### config.mk
export PLATFORM = sky130hd
export DESIGN_NAME = uart_tx_engine
export DESIGN_NICKNAME = d
export VERILOG_FILES = /design/src/rtl/uart_pkg.sv /design/src/rtl/uart_tx_engine.sv
export SDC_FILE = /design/constraint.sdc
export NUM_CORES = 1
export LEC_CHECK = 0
export CAP_MARGIN = 20
export CELL_PAD_IN_SITES_DETAIL_PLACEMENT = 1
export CELL_PAD_IN_SITES_GLOBAL_PLACEMENT = 1
export CORE_MARGIN = 4
export CORE_UTILIZATION = 41
export CTS_CLUSTER_DIAMETER = 60
export CTS_CLUSTER_SIZE = 30
export DETAILED_ROUTE_END_ITERATION = 10
export GPL_ROUTABILITY_DRIVEN = 0
export HOLD_SLACK_MARGIN = 0.03
export PLACE_DENSITY_LB_ADDON = 0.1
export SYNTH_ARGS = -nofsm -noshare
export SYNTH_HDL_FRONTEND = slang
export SYNTH_SLANG_ARGS = --single-unit
### constraint.sdc
create_clock -name clk -period 3 [get_ports clk]
set_input_delay 0.45 -clock clk [delete_from_list [all_inputs] [get_ports clk]]
set_output_delay 0.45 -clock clk [all_outputs]
set_load 0.03 [all_outputs]
### src/rtl/uart_pkg.sv
// Shared definitions for the UART transmit path: frame state encoding,
// parity mode constants, default frame shape and the parity helper.
package uart_pkg;

    typedef enum logic [2:0] {
        ST_IDLE,
        ST_WAIT,
        ST_START,
        ST_DATA,
        ST_PARITY,
        ST_STOP
    } tx_state_t;

    localparam int unsigned PAR_NONE = 0;
    localparam int unsigned PAR_EVEN = 1;
    localparam int unsigned PAR_ODD  = 2;

    localparam int unsigned DEF_DATA_BITS   = 8;
    localparam int unsigned DEF_PARITY_MODE = PAR_NONE;
    localparam int unsigned DEF_STOP_BITS   = 1;

    // Parity over the low nbits of data; odd mode returns the inverse so the
    // total count of ones on the wire (data + parity) comes out odd.
    function automatic logic frame_parity(
        input logic [7:0]  data,
        input int unsigned nbits,
        input int unsigned mode
    );
        logic p;
        p = 1'b0;
        for (int unsigned i = 0; i < 8; i++) begin
            if (i < nbits) begin
                p = p ^ data[i];
            end
        end
        if (mode == PAR_ODD) begin
            p = ~p;
        end
        return p;
    endfunction

endpackage

### src/rtl/uart_tx_engine.sv
// Tick-paced asynchronous serial transmitter: one byte per valid/ready
// handshake, sent as start, LSB-first data, optional parity and stop bits.
module uart_tx_engine
    import uart_pkg::*;
#(
    parameter int unsigned DATA_BITS   = DEF_DATA_BITS,
    parameter int unsigned PARITY_MODE = DEF_PARITY_MODE,
    parameter int unsigned STOP_BITS   = DEF_STOP_BITS
) (
    input  logic       clk,
    input  logic       reset,
    input  logic       tick,
    input  logic [7:0] tx_data,
    input  logic       tx_valid,
    output logic       tx_ready,
    output logic       tx,
    output logic       tx_busy,
    output logic       tx_done
);

    localparam logic [2:0] LAST_BIT  = 3'(DATA_BITS - 1);
    localparam logic       LAST_STOP = 1'(STOP_BITS - 1);

    tx_state_t  r_state;
    logic [7:0] r_shift;
    logic [2:0] r_bit_cnt;
    logic       r_stop_cnt;
    logic       r_parity;
    logic       r_tx;
    logic       r_ready;
    logic       r_busy;
    logic       r_done;

    tx_state_t  w_state_nxt;
    logic [7:0] w_shift_nxt;
    logic [2:0] w_bit_cnt_nxt;
    logic       w_stop_cnt_nxt;
    logic       w_parity_nxt;
    logic       w_tx_nxt;
    logic       w_done_nxt;
    logic       w_handshake;

    assign w_handshake = tx_valid && r_ready;

    always_comb begin
        w_state_nxt    = r_state;
        w_shift_nxt    = r_shift;
        w_bit_cnt_nxt  = r_bit_cnt;
        w_stop_cnt_nxt = r_stop_cnt;
        w_parity_nxt   = r_parity;
        w_done_nxt     = 1'b0;

        unique case (r_state)
            ST_IDLE: begin
                if (w_handshake) begin
                    w_shift_nxt    = tx_data;
                    w_parity_nxt   = frame_parity(tx_data, DATA_BITS, PARITY_MODE);
                    w_bit_cnt_nxt  = '0;
                    w_stop_cnt_nxt = '0;
                    w_state_nxt    = ST_WAIT;
                end
            end
            // A tick coinciding with the handshake is seen from IDLE and so never
            // advances WAIT; the start bit always lands on a later tick.
            ST_WAIT: begin
                if (tick) begin
                    w_state_nxt = ST_START;
                end
            end
            ST_START: begin
                if (tick) begin
                    w_state_nxt = ST_DATA;
                end
            end
            ST_DATA: begin
                if (tick) begin
                    if (r_bit_cnt == LAST_BIT) begin
                        w_state_nxt = (PARITY_MODE != PAR_NONE) ? ST_PARITY : ST_STOP;
                    end else begin
                        w_shift_nxt   = {1'b0, r_shift[7:1]};
                        w_bit_cnt_nxt = r_bit_cnt + 3'd1;
                    end
                end
            end
            ST_PARITY: begin
                if (tick) begin
                    w_state_nxt = ST_STOP;
                end
            end
            ST_STOP: begin
                if (tick) begin
                    if (r_stop_cnt == LAST_STOP) begin
                        w_state_nxt = ST_IDLE;
                        w_done_nxt  = 1'b1;
                    end else begin
                        w_stop_cnt_nxt = r_stop_cnt + 1'b1;
                    end
                end
            end
            default: begin
                w_state_nxt = ST_IDLE;
            end
        endcase
    end

    // Line level is derived from the upcoming state so tx is a plain register
    // that moves on the same edge the tick is sampled.
    always_comb begin
        w_tx_nxt = 1'b1;
        unique case (w_state_nxt)
            ST_START:  w_tx_nxt = 1'b0;
            ST_DATA:   w_tx_nxt = w_shift_nxt[0];
            ST_PARITY: w_tx_nxt = w_parity_nxt;
            default:   w_tx_nxt = 1'b1;
        endcase
    end

    always_ff @(posedge clk) begin
        if (reset) begin
            r_state    <= ST_IDLE;
            r_shift    <= '0;
            r_bit_cnt  <= '0;
            r_stop_cnt <= '0;
            r_parity   <= 1'b0;
            r_tx       <= 1'b1;
            r_ready    <= 1'b1;
            r_busy     <= 1'b0;
            r_done     <= 1'b0;
        end else begin
            r_state    <= w_state_nxt;
            r_shift    <= w_shift_nxt;
            r_bit_cnt  <= w_bit_cnt_nxt;
            r_stop_cnt <= w_stop_cnt_nxt;
            r_parity   <= w_parity_nxt;
            r_tx       <= w_tx_nxt;
            r_ready    <= (w_state_nxt == ST_IDLE);
            r_busy     <= (w_state_nxt != ST_IDLE);
            r_done     <= w_done_nxt;
        end
    end

    assign tx       = r_tx;
    assign tx_ready = r_ready;
    assign tx_busy  = r_busy;
    assign tx_done  = r_done;

endmodule

==> metrics.cfg, run 1 <==
[run_status]
status = completed

[synthesis]
ys_ff_latch = 19
synthSimpleGateAreaFrac_pct = 24.8
synthMuxAreaShare_pct = 0
avgSynthCellArea_um2 = 8.93
syn-cell-area_um2 = 920
synth_xor_area_share_pct = 7.62
synth_top_family_by_area = simple AND/OR/NAND/NOR gates
ys_types = 32
synthesis.instances = 103
synth-compound-area-share_pct = 19.7
ys_warn_count = 0
synth_nets = 117
ys_seq_area_share_pct = 41.4
synth_fa_ha_area_share_pct = 2.72

[grt]
grt_antenna_before_repair = 0
grt_use_met3_pct = 3.96
grt_max_degree = 17
grt.total_usage_pct = 15.6
top_usage_layer = met2
grt_pass1_vias = 848
grt_use_met1_pct = 19.4
gr-total-overflow = 0
grt_first_pass_wirelength_um = 3860
grt_use_met2_pct = 26.0

[timing]
fin_crit_ns = 2.18
tns_ns = 0
setup_viol = 0
rsz0062_at_grt = false
slew_violations = 0
maxSlewHeadroom_pct = 43.4
skew_ns = 0.00180
finalCritPeriodShare_pct = 72.8
hold_viol = 0
max_freq_ghz = 0.458
worst_pin_slew_ns = 0.842
holdWs_ns = 0.483

[cells_and_area]
fin_area_um2 = 1100
final_net_count = 131
fin_util_pct = 54.0
drive_gt1_share_pct = 4.31
n_antenna_cell = 0
areaGrowthSynthToFinish_pct = 19.9

[job]
cap_violations = 0

[power]
power_density_nw_per_um2 = 483
p_leak_nw = 0.406
pwr-share-clk_pct = 25.2
seq_power_share_pct = 53.4
p_total_mw = 0.533
ir_drop_mv = 0.293
combPwrFrac_pct = 21.4
p_sw_mw = 0.156
internal-power_mw = 0.376
p_sw_share_pct = 29.3

[routing]
avgViaCountPerCell = 5.61
drt-initial-drc-count = 17
final_antenna_net_count = 0
wl_um = 2200
drcViolationCount = 0
wl_per_cell_um = 15.4
firstDrtPassIters = 4
route.vias.total = 802

[setup_path]
worstPathMaxFanout = 11
crit_path_end = tx$_SDFF_PP1_
slowest_stage = or4_1
r2r_cells = 4
arrival_ns = 2.39
required_ns = 3.20
worstPathCellList = clkdlybuf4s50_1 -> nand2_1 -> or4_1 -> a311o_1 -> a221o_1
r2r-end = tx$_SDFF_PP1_
r2r-start = r_state[0]$_SDFF_PP0_
slowest_delay_ns = 0.62
startpoint_type = primary input
crit_type = in2reg
end_kind = flip-flop
startpoint = tx_valid
r2r_slack_ns = 0.98

[die]
ioPinCount = 16
initial_utilization_pct = 45.0
die_x_um = 55.4
std_cell_rows = 16
core-area_um2 = 2040
fp.dieArea_um2 = 3060
die_h_um = 55.4

[placement]
io_buffers = 15
place.detailed.hpwl_um = 1660
placedInstanceArea_um2 = 1080

[clock_tree]
cts_setup_buffers = 0
cts_made_buffers = 3
htreeDepth = 1
cts-hold-fix-buffers = 0
cts_resized = 0
clk_latency_ns = 0.30
cts.sinks = 19
clockBufferDepth = 2
cts_tree = done
cts_root_buf = clkbuf_4
clk_pin_slew_ns = 0.11

[worst_hold_path]
hp-class = reg2reg

[flip-flops by register name (all words and copies together) (netlist names)]
signal and count:
r_shift 8, r_bit_cnt 3, r_state 3, r_parity 1
tx 1, tx_busy 1, tx_done 1, tx_ready 1
[placed cells by master (no fill, tap or decap), drive strengths merged]
cell type / n
a2111oi: 1
a211oi: 1
a21oi: 13
a221o: 1
a22o: 1
a22oi: 6
a311o: 1
and2: 1
and3: 1
clkbuf: 4
clkdlybuf4s50: 15
dfxtp: 19
ha: 2
inv: 2
nand2: 4
nand3: 10
nand4: 2
nand4b: 2
nor2: 5
nor2b: 5
nor3b: 2
nor4: 1
nor4bb: 1
o2111ai: 1
o21ai: 2
o21bai: 1
or2: 1
or3: 2
or4: 1
xnor2: 8
[logic make-up after synthesis]
| logic type | after synthesis |
|---|---|
| compound gates | 28 |
| fa+ha+maj | 2 |
| xor+xnor | 8 |
| flops | 19 |
| buf+inv | 8 |
| simple gates | 38 |
[power groups by stage]
stage | sequential [mW] | clock, mW | combinational, mW
after floorplan | 0.292 | 0 | 0.0690
after global placement | 0.290 | 0 | 0.112
after detailed placement | 0.290 | 0 | 0.115
after CTS | 0.284 | 0.140 | 0.115
after global routing | 0.287 | 0.153 | 0.125
final | 0.285 | 0.134 | 0.114
[worst max-delay path: cells and delay by family]
family          cells  cell delay (ns)
compound gates      2             0.70
simple gates        2             0.75
buf+inv             1             0.48
[metal layers]
layer / vias to the layer above / wire (µm)
li1: 407 / -
met1: 380 / 997
met2: 13 / 1100
met3: 2 / 78
met4: 0 / 32
met5: - / 0
[worst min path at each step]
stage / startpoint / to / cells after the start
floorplan: r_shift[7]$_SDFFE_PP0P_ / r_shift[7]$_SDFFE_PP0P_ / 2
global placement: r_shift[3]$_SDFFE_PP0P_ / r_shift[3]$_SDFFE_PP0P_ / 2
detailed placement: r_shift[7]$_SDFFE_PP0P_ / r_shift[7]$_SDFFE_PP0P_ / 2
CTS: r_shift[7]$_SDFFE_PP0P_ / r_shift[7]$_SDFFE_PP0P_ / 2
global route: r_bit_cnt[1]$_SDFFE_PP0P_ / r_bit_cnt[1]$_SDFFE_PP0P_ / 2
finish: r_bit_cnt[1]$_SDFFE_PP0P_ / r_bit_cnt[1]$_SDFFE_PP0P_ / 2
[cell type report]
class                           count  area [µm²]
Clock buffer                        4        26.3
Multi-Input combinational cell     76         504
Inverter                            2        7.51
Fill cell                         266         940
Sequential cell                    19         380
Tap cell                           27        33.8
Timing Repair Buffer               15         150
[per-stage QoR]
| step | worst slack [ns] | instances |
|---|---|---|
| floorplan | 1.15 | 103 |
| global placement | 0.549 | 139 |
| detailed placement | 0.473 | 139 |
| CTS | 0.819 | 143 |
| global route | 0.758 | 143 |
| finish | 0.816 | 143 |
[synth_stat cells]
library cell	count	area share, %
a2111oi_0	1	0.95
a211oi_1	1	0.82
a21oi_1	13	7.1
a221o_1	1	1.1
a22o_1	1	0.95
a22oi_1	6	4.9
a311o_1	1	1.1
and2_1	1	0.68
and3_1	1	0.68
buf_2	1	0.54
buf_4	1	0.82
clkbuf_1	4	1.6
dfxtp_1	19	41
ha_1	2	2.7
inv_1	2	0.82
nand2_1	4	1.6
nand3_1	10	5.4
nand4_1	2	1.4
nand4b_1	1	0.95
nand4b_2	1	1.6
nor2_1	5	2.0
nor2b_1	5	3.4
nor3b_1	2	1.6
nor4_2	1	1.4
nor4bb_1	1	1.1
o2111ai_1	1	0.95
o21ai_0	2	1.1
o21bai_1	1	0.82
or2_1	1	0.68
or3_1	2	1.4
or4_1	1	0.82
xnor2_1	8	7.6
Power figures use the tool's default switching activity.
==> run 2, diff against run 1 <==
- CORE_UTILIZATION: 41 -> 38
- clock period: 3 -> 2.2 ns (I/O delays scaled with it)
==> metrics.cfg, run 2 (synthesis gave the netlist of run 1 again) <==
[clock_tree]
cts_root_buf = clkbuf_4
htreeDepth = 1
cts_resized = 0
cts.sinks = 19
cts_made_buffers = 3
clockBufferDepth = 2
cts_tree = done
cts_setup_buffers = 0
cts-hold-fix-buffers = 0
clk_latency_ns = 0.30
clk_pin_slew_ns = 0.11

[routing]
drt-initial-drc-count = 20
avgViaCountPerCell = 5.64
wl_per_cell_um = 15.3
firstDrtPassIters = 4
route.vias.total = 858
drcViolationCount = 0
final_antenna_net_count = 0
wl_um = 2330

[power]
power_density_nw_per_um2 = 636
ir_drop_mv = 0.411
p_total_mw = 0.740
p_leak_nw = 0.445

[setup_path]
end_kind = flip-flop
slowest_stage = dfxtp_1
crit_type = reg2reg
worstSetupPathDepth = 4
r2r_slack_ns = 0.34
crit_path_end = tx$_SDFF_PP1_
startpoint = r_state[0]$_SDFF_PP0_
r2r-end = tx$_SDFF_PP1_
startpoint_type = flip-flop
crit_buf_inv = 0
slowest_delay_ns = 0.61
worstPathCellList = nand4b_2 -> or2_1 -> a311o_1 -> a221o_1
r2r-start = r_state[0]$_SDFF_PP0_
worstPathMaxFanout = 13
r2r_cells = 4
crit_family = compound AO/OA/AOI/OAI gates
required_ns = 2.40
arrival_ns = 2.06

[cells_and_area]
fin_cells = 152
final_cell_mix = 19 x dfxtp_1, 15 x clkdlybuf4s50_1, 13 x a21oi_1
final_net_count = 139
multi_input_area_um2 = 504
seq_area_um2 = 380
fillers = 278
max_flop_register = r_shift
n_antenna_cell = 0
drive_gt1_share_pct = 10.5
reg_top3 = r_shift: 8 flops, r_bit_cnt: 3 flops, r_state: 3 flops
areaGrowthSynthToFinish_pct = 26.5
final_common_cell = dfxtp_1
fin_area_um2 = 1160
largest_reg_flops = 8

[timing]
fin_crit_ns = 1.86
skew_ns = 0.00165
max_freq_ghz = 0.537
rsz0062_at_grt = false
hold_viol = 0
finalCritPeriodShare_pct = 84.6
tns_ns = 0
setup_viol = 0
maxSlewHeadroom_pct = 70.9
worst_pin_slew_ns = 0.426
slew_violations = 0

[grt]
grt_pass1_vias = 858
grt_antenna_before_repair = 0
gr-total-overflow = 0
grt_first_pass_wirelength_um = 3890
grt.total_usage_pct = 15.3
grt_max_degree = 14

[die]
die_h_um = 57.2
std_cell_rows = 17
fp.dieArea_um2 = 3270
ioPinCount = 16
initial_utilization_pct = 40.8
die_x_um = 57.2
core-area_um2 = 2250

[run_status]
status = completed

[job]
cap_violations = 0

[worst_hold_path]
min-delay-start = r_shift[4]$_SDFFE_PP0P_
hp-class = reg2reg

[placement]
placedInstanceArea_um2 = 1140
place_inst = 148
place.detailed.hpwl_um = 1790
io_buffers = 15

-- run 2: changes by cell type in the layout (fill, tap and decap cells not counted) --
cell   previous run  this run
buf_4             0         8
-- run 2: power breakdown --
group	leakage, nW	internal (mW)	switching, mW
Combinational	0.274	0.0873	0.0877
Sequential	0.155	0.367	0.0180
Clock	0.0150	0.0706	0.109
Total	0.445	0.525	0.214
-- run 2: cell type report --
| type | instances | area share (%) |
|---|---|---|
| multi-input cells | 76 | 43.3 |
| flip-flops and latches | 19 | 32.7 |
| repair buffers | 23 | 18.1 |
| well taps | 28 | 3.01 |
| clock buffers | 4 | 2.26 |
| inverters | 2 | 0.645 |
-- run 2: how the worst min path moves through the flow --
stage / end / cells past startpoint
2_1_floorplan: r_shift[7]$_SDFFE_PP0P_ / 1
3_3_place_gp: r_shift[5]$_SDFFE_PP0P_ / 2
3_5_place_dp: r_shift[4]$_SDFFE_PP0P_ / 2
4_1_cts: r_shift[4]$_SDFFE_PP0P_ / 2
5_1_grt: r_shift[4]$_SDFFE_PP0P_ / 2
6_report: r_shift[4]$_SDFFE_PP0P_ / 2
-- run 2: layer usage --
layer / wire length (µm) / up-vias / track usage (%)
met5: 0 / - / 0
met4: 34 / 0 / 3.97
met3: 114 / 4 / 4.98
met2: 1120 / 21 / 25.9
met1: 1060 / 412 / 18.5
li1: - / 421 / -
-- run 2: metrics by stage --
| stage | setup WS, ns | hold slack [ns] | util, % |
|---|---|---|---|
| global route | 0.195 | 0.490 | 51.6 |
| CTS | 0.315 | 0.478 | 51.6 |
| global placement | 0.149 | 0.456 | 50.4 |
| detailed placement | 0.0989 | 0.462 | 50.4 |
| floorplan | 0.351 | 0.399 | - |
| finish | 0.339 | 0.475 | 51.6 |
-- run 2: worst reg2reg max path, stage by stage, from the launching register on --
cell and delay (ns):
dfxtp_1 0.61, nand4b_2 0.20, or2_1 0.26, a311o_1 0.38, a221o_1 0.32
==> run 3, diff against run 2 <==
- clock period: 2.2 -> 1.9 ns (I/O delays scaled with it)
==> metrics.cfg, run 3 (synthesis gave the netlist of run 1 again) <==
[setup_path]
r2r-end = tx$_SDFF_PP1_
path_common_cell = ha_1
crit_type = reg2reg
r2r_slack_ns = 0.06
slowest_delay_ns = 0.39
arrival_ns = 2.02
r2r-start = r_bit_cnt[0]$_SDFFE_PP0P_
startpoint_type = flip-flop
slowest_stage = a311o_1
crit_family = compound AO/OA/AOI/OAI gates
end_kind = flip-flop
required_ns = 2.09
worstPathCellList = ha_1 -> ha_1 -> or2_1 -> a311o_1 -> a221o_1
r2r_cells = 5
crit_buf_inv = 0
worstPathMaxFanout = 3

[routing]
route.vias.total = 878
wl_um = 2500
wl_per_cell_um = 15.9
final_antenna_net_count = 0
drt-initial-drc-count = 5
drcViolationCount = 0
avgViaCountPerCell = 5.59
firstDrtPassIters = 4

[power]
power_density_nw_per_um2 = 718
pwr-share-clk_pct = 23.9
p_leak_nw = 0.470
p_sw_mw = 0.248
p_sw_share_pct = 28.8
seq_power_share_pct = 51.4
ir_drop_mv = 0.542
internal-power_mw = 0.614
combPwrFrac_pct = 24.8

[placement]
pre_cts_ws_ns = -0.167
io_buffers = 15
place.detailed.hpwl_um = 1850
place_inst = 153

[clock_tree]
cts_tree = done
clockBufferDepth = 2
cts-hold-fix-buffers = 0
cts_resized = 0
cts.sinks = 19
clk_latency_ns = 0.29
cts_root_buf = clkbuf_4
cts_setup_buffers = 0
clk_pin_slew_ns = 0.11
cts_made_buffers = 3
htreeDepth = 1

[grt]
grt_first_pass_wirelength_um = 4150
grt_pass1_vias = 883
gr-total-overflow = 0
grt_max_degree = 11
grt_antenna_before_repair = 0
grt.total_usage_pct = 16.2

[worst_hold_path]
worstHoldEndpoint = r_shift[5]$_SDFFE_PP0P_
min-delay-start = r_shift[5]$_SDFFE_PP0P_
worstHoldPathCells = 2
hp-class = reg2reg

[timing]
worst_pin_slew_ns = 0.358
skew_ns = 0.00745
fin_crit_ns = 1.84
hold_viol = 0
rsz0062_at_grt = false
max_freq_ghz = 0.544
maxSlewHeadroom_pct = 75.5
worst_slack_ns = 0.0617
slew_violations = 0
holdWs_ns = 0.478
setup_viol = 0
finalCritPeriodShare_pct = 96.8
tns_ns = 0

[cells_and_area]
final_cell_mix = 19 x dfxtp_1, 15 x clkdlybuf4s50_1, 13 x a21oi_1, 13 x buf_4, 10 x nand3_1
seq_area_um2 = 380
max_flop_register = r_shift
reg_top3 = r_shift: 8 flops, r_bit_cnt: 3 flops, r_state: 3 flops
drive_gt1_share_pct = 14.0
final_net_count = 144
multi_input_area_um2 = 504
final_common_cell = dfxtp_1
fin_util_pct = 53.3
areaGrowthSynthToFinish_pct = 30.6
fin_cells = 157
fillers = 281
n_antenna_cell = 0
largest_reg_flops = 8

[die]
initial_utilization_pct = 40.8
die_h_um = 57.2
core-area_um2 = 2250
die_x_um = 57.2
ioPinCount = 16
std_cell_rows = 17
fp.dieArea_um2 = 3270

[job]
cap_violations = 0

[run_status]
status = completed

-- run 3: cell types whose count changed in the layout (fill, tap and decap cells not counted), sizes merged --
cell,change
buf,+5
-- run 3: how the worst max path moves through the flow --
stage	endpoint	startpoint	depth (start not counted)	slack, ns
final	tx$_SDFF_PP1_	r_bit_cnt[0]$_SDFFE_PP0P_	5	0.06
after global placement	tx$_SDFF_PP1_	tx_valid	5	-0.11
after CTS	tx$_SDFF_PP1_	r_bit_cnt[0]$_SDFFE_PP0P_	5	0.07
after floorplan	tx$_SDFF_PP1_	tx_ready$_SDFF_PP1_	4	0.05
after global routing	tx$_SDFF_PP1_	r_bit_cnt[0]$_SDFFE_PP0P_	5	0.01
after detailed placement	tx$_SDFF_PP1_	tx_valid	5	-0.17
-- run 3: final cells by class --
class,count,area share (%)
flip-flops and latches,19,31.7
well taps,28,2.92
clock buffers,4,2.19
inverters,2,0.625
multi-input cells,76,42.0
repair buffers,28,20.6
-- run 3: power by group through the flow --
stage | clock, mW | combinational, mW | sequential (mW)
floorplan | 0 | 0.109 | 0.461
global placement | 0 | 0.209 | 0.449
detailed placement | 0 | 0.214 | 0.451
CTS | 0.216 | 0.216 | 0.443
global route | 0.239 | 0.232 | 0.447
finish | 0.206 | 0.214 | 0.443
-- run 3: stage by stage --
| stage | power (mW) | area, µm² |
|---|---|---|
| 2_1_floorplan | 0.570 | 920 |
| 3_3_place_gp | 0.658 | 1170 |
| 3_5_place_dp | 0.665 | 1170 |
| 4_1_cts | 0.874 | 1200 |
| 5_1_grt | 0.918 | 1200 |
| 6_report | 0.862 | 1200 |
-- run 3: routing by layer --
| layer | up-vias | global-route usage (%) | wire [µm] |
|---|---|---|---|
| met2 | 11 | 28.1 | 1300 |
| li1 | 431 | - | - |
| met4 | 0 | 5.96 | 14 |
| met5 | - | 0 | 0 |
| met1 | 434 | 20.1 | 1110 |
| met3 | 2 | 2.71 | 70 |
-- run 3: worst reg2reg max path, stage by stage, from the launching register on --
cell	delay [ns]
dfxtp_1	0.34
ha_1	0.20
ha_1	0.22
or2_1	0.26
a311o_1	0.39
a221o_1	0.32
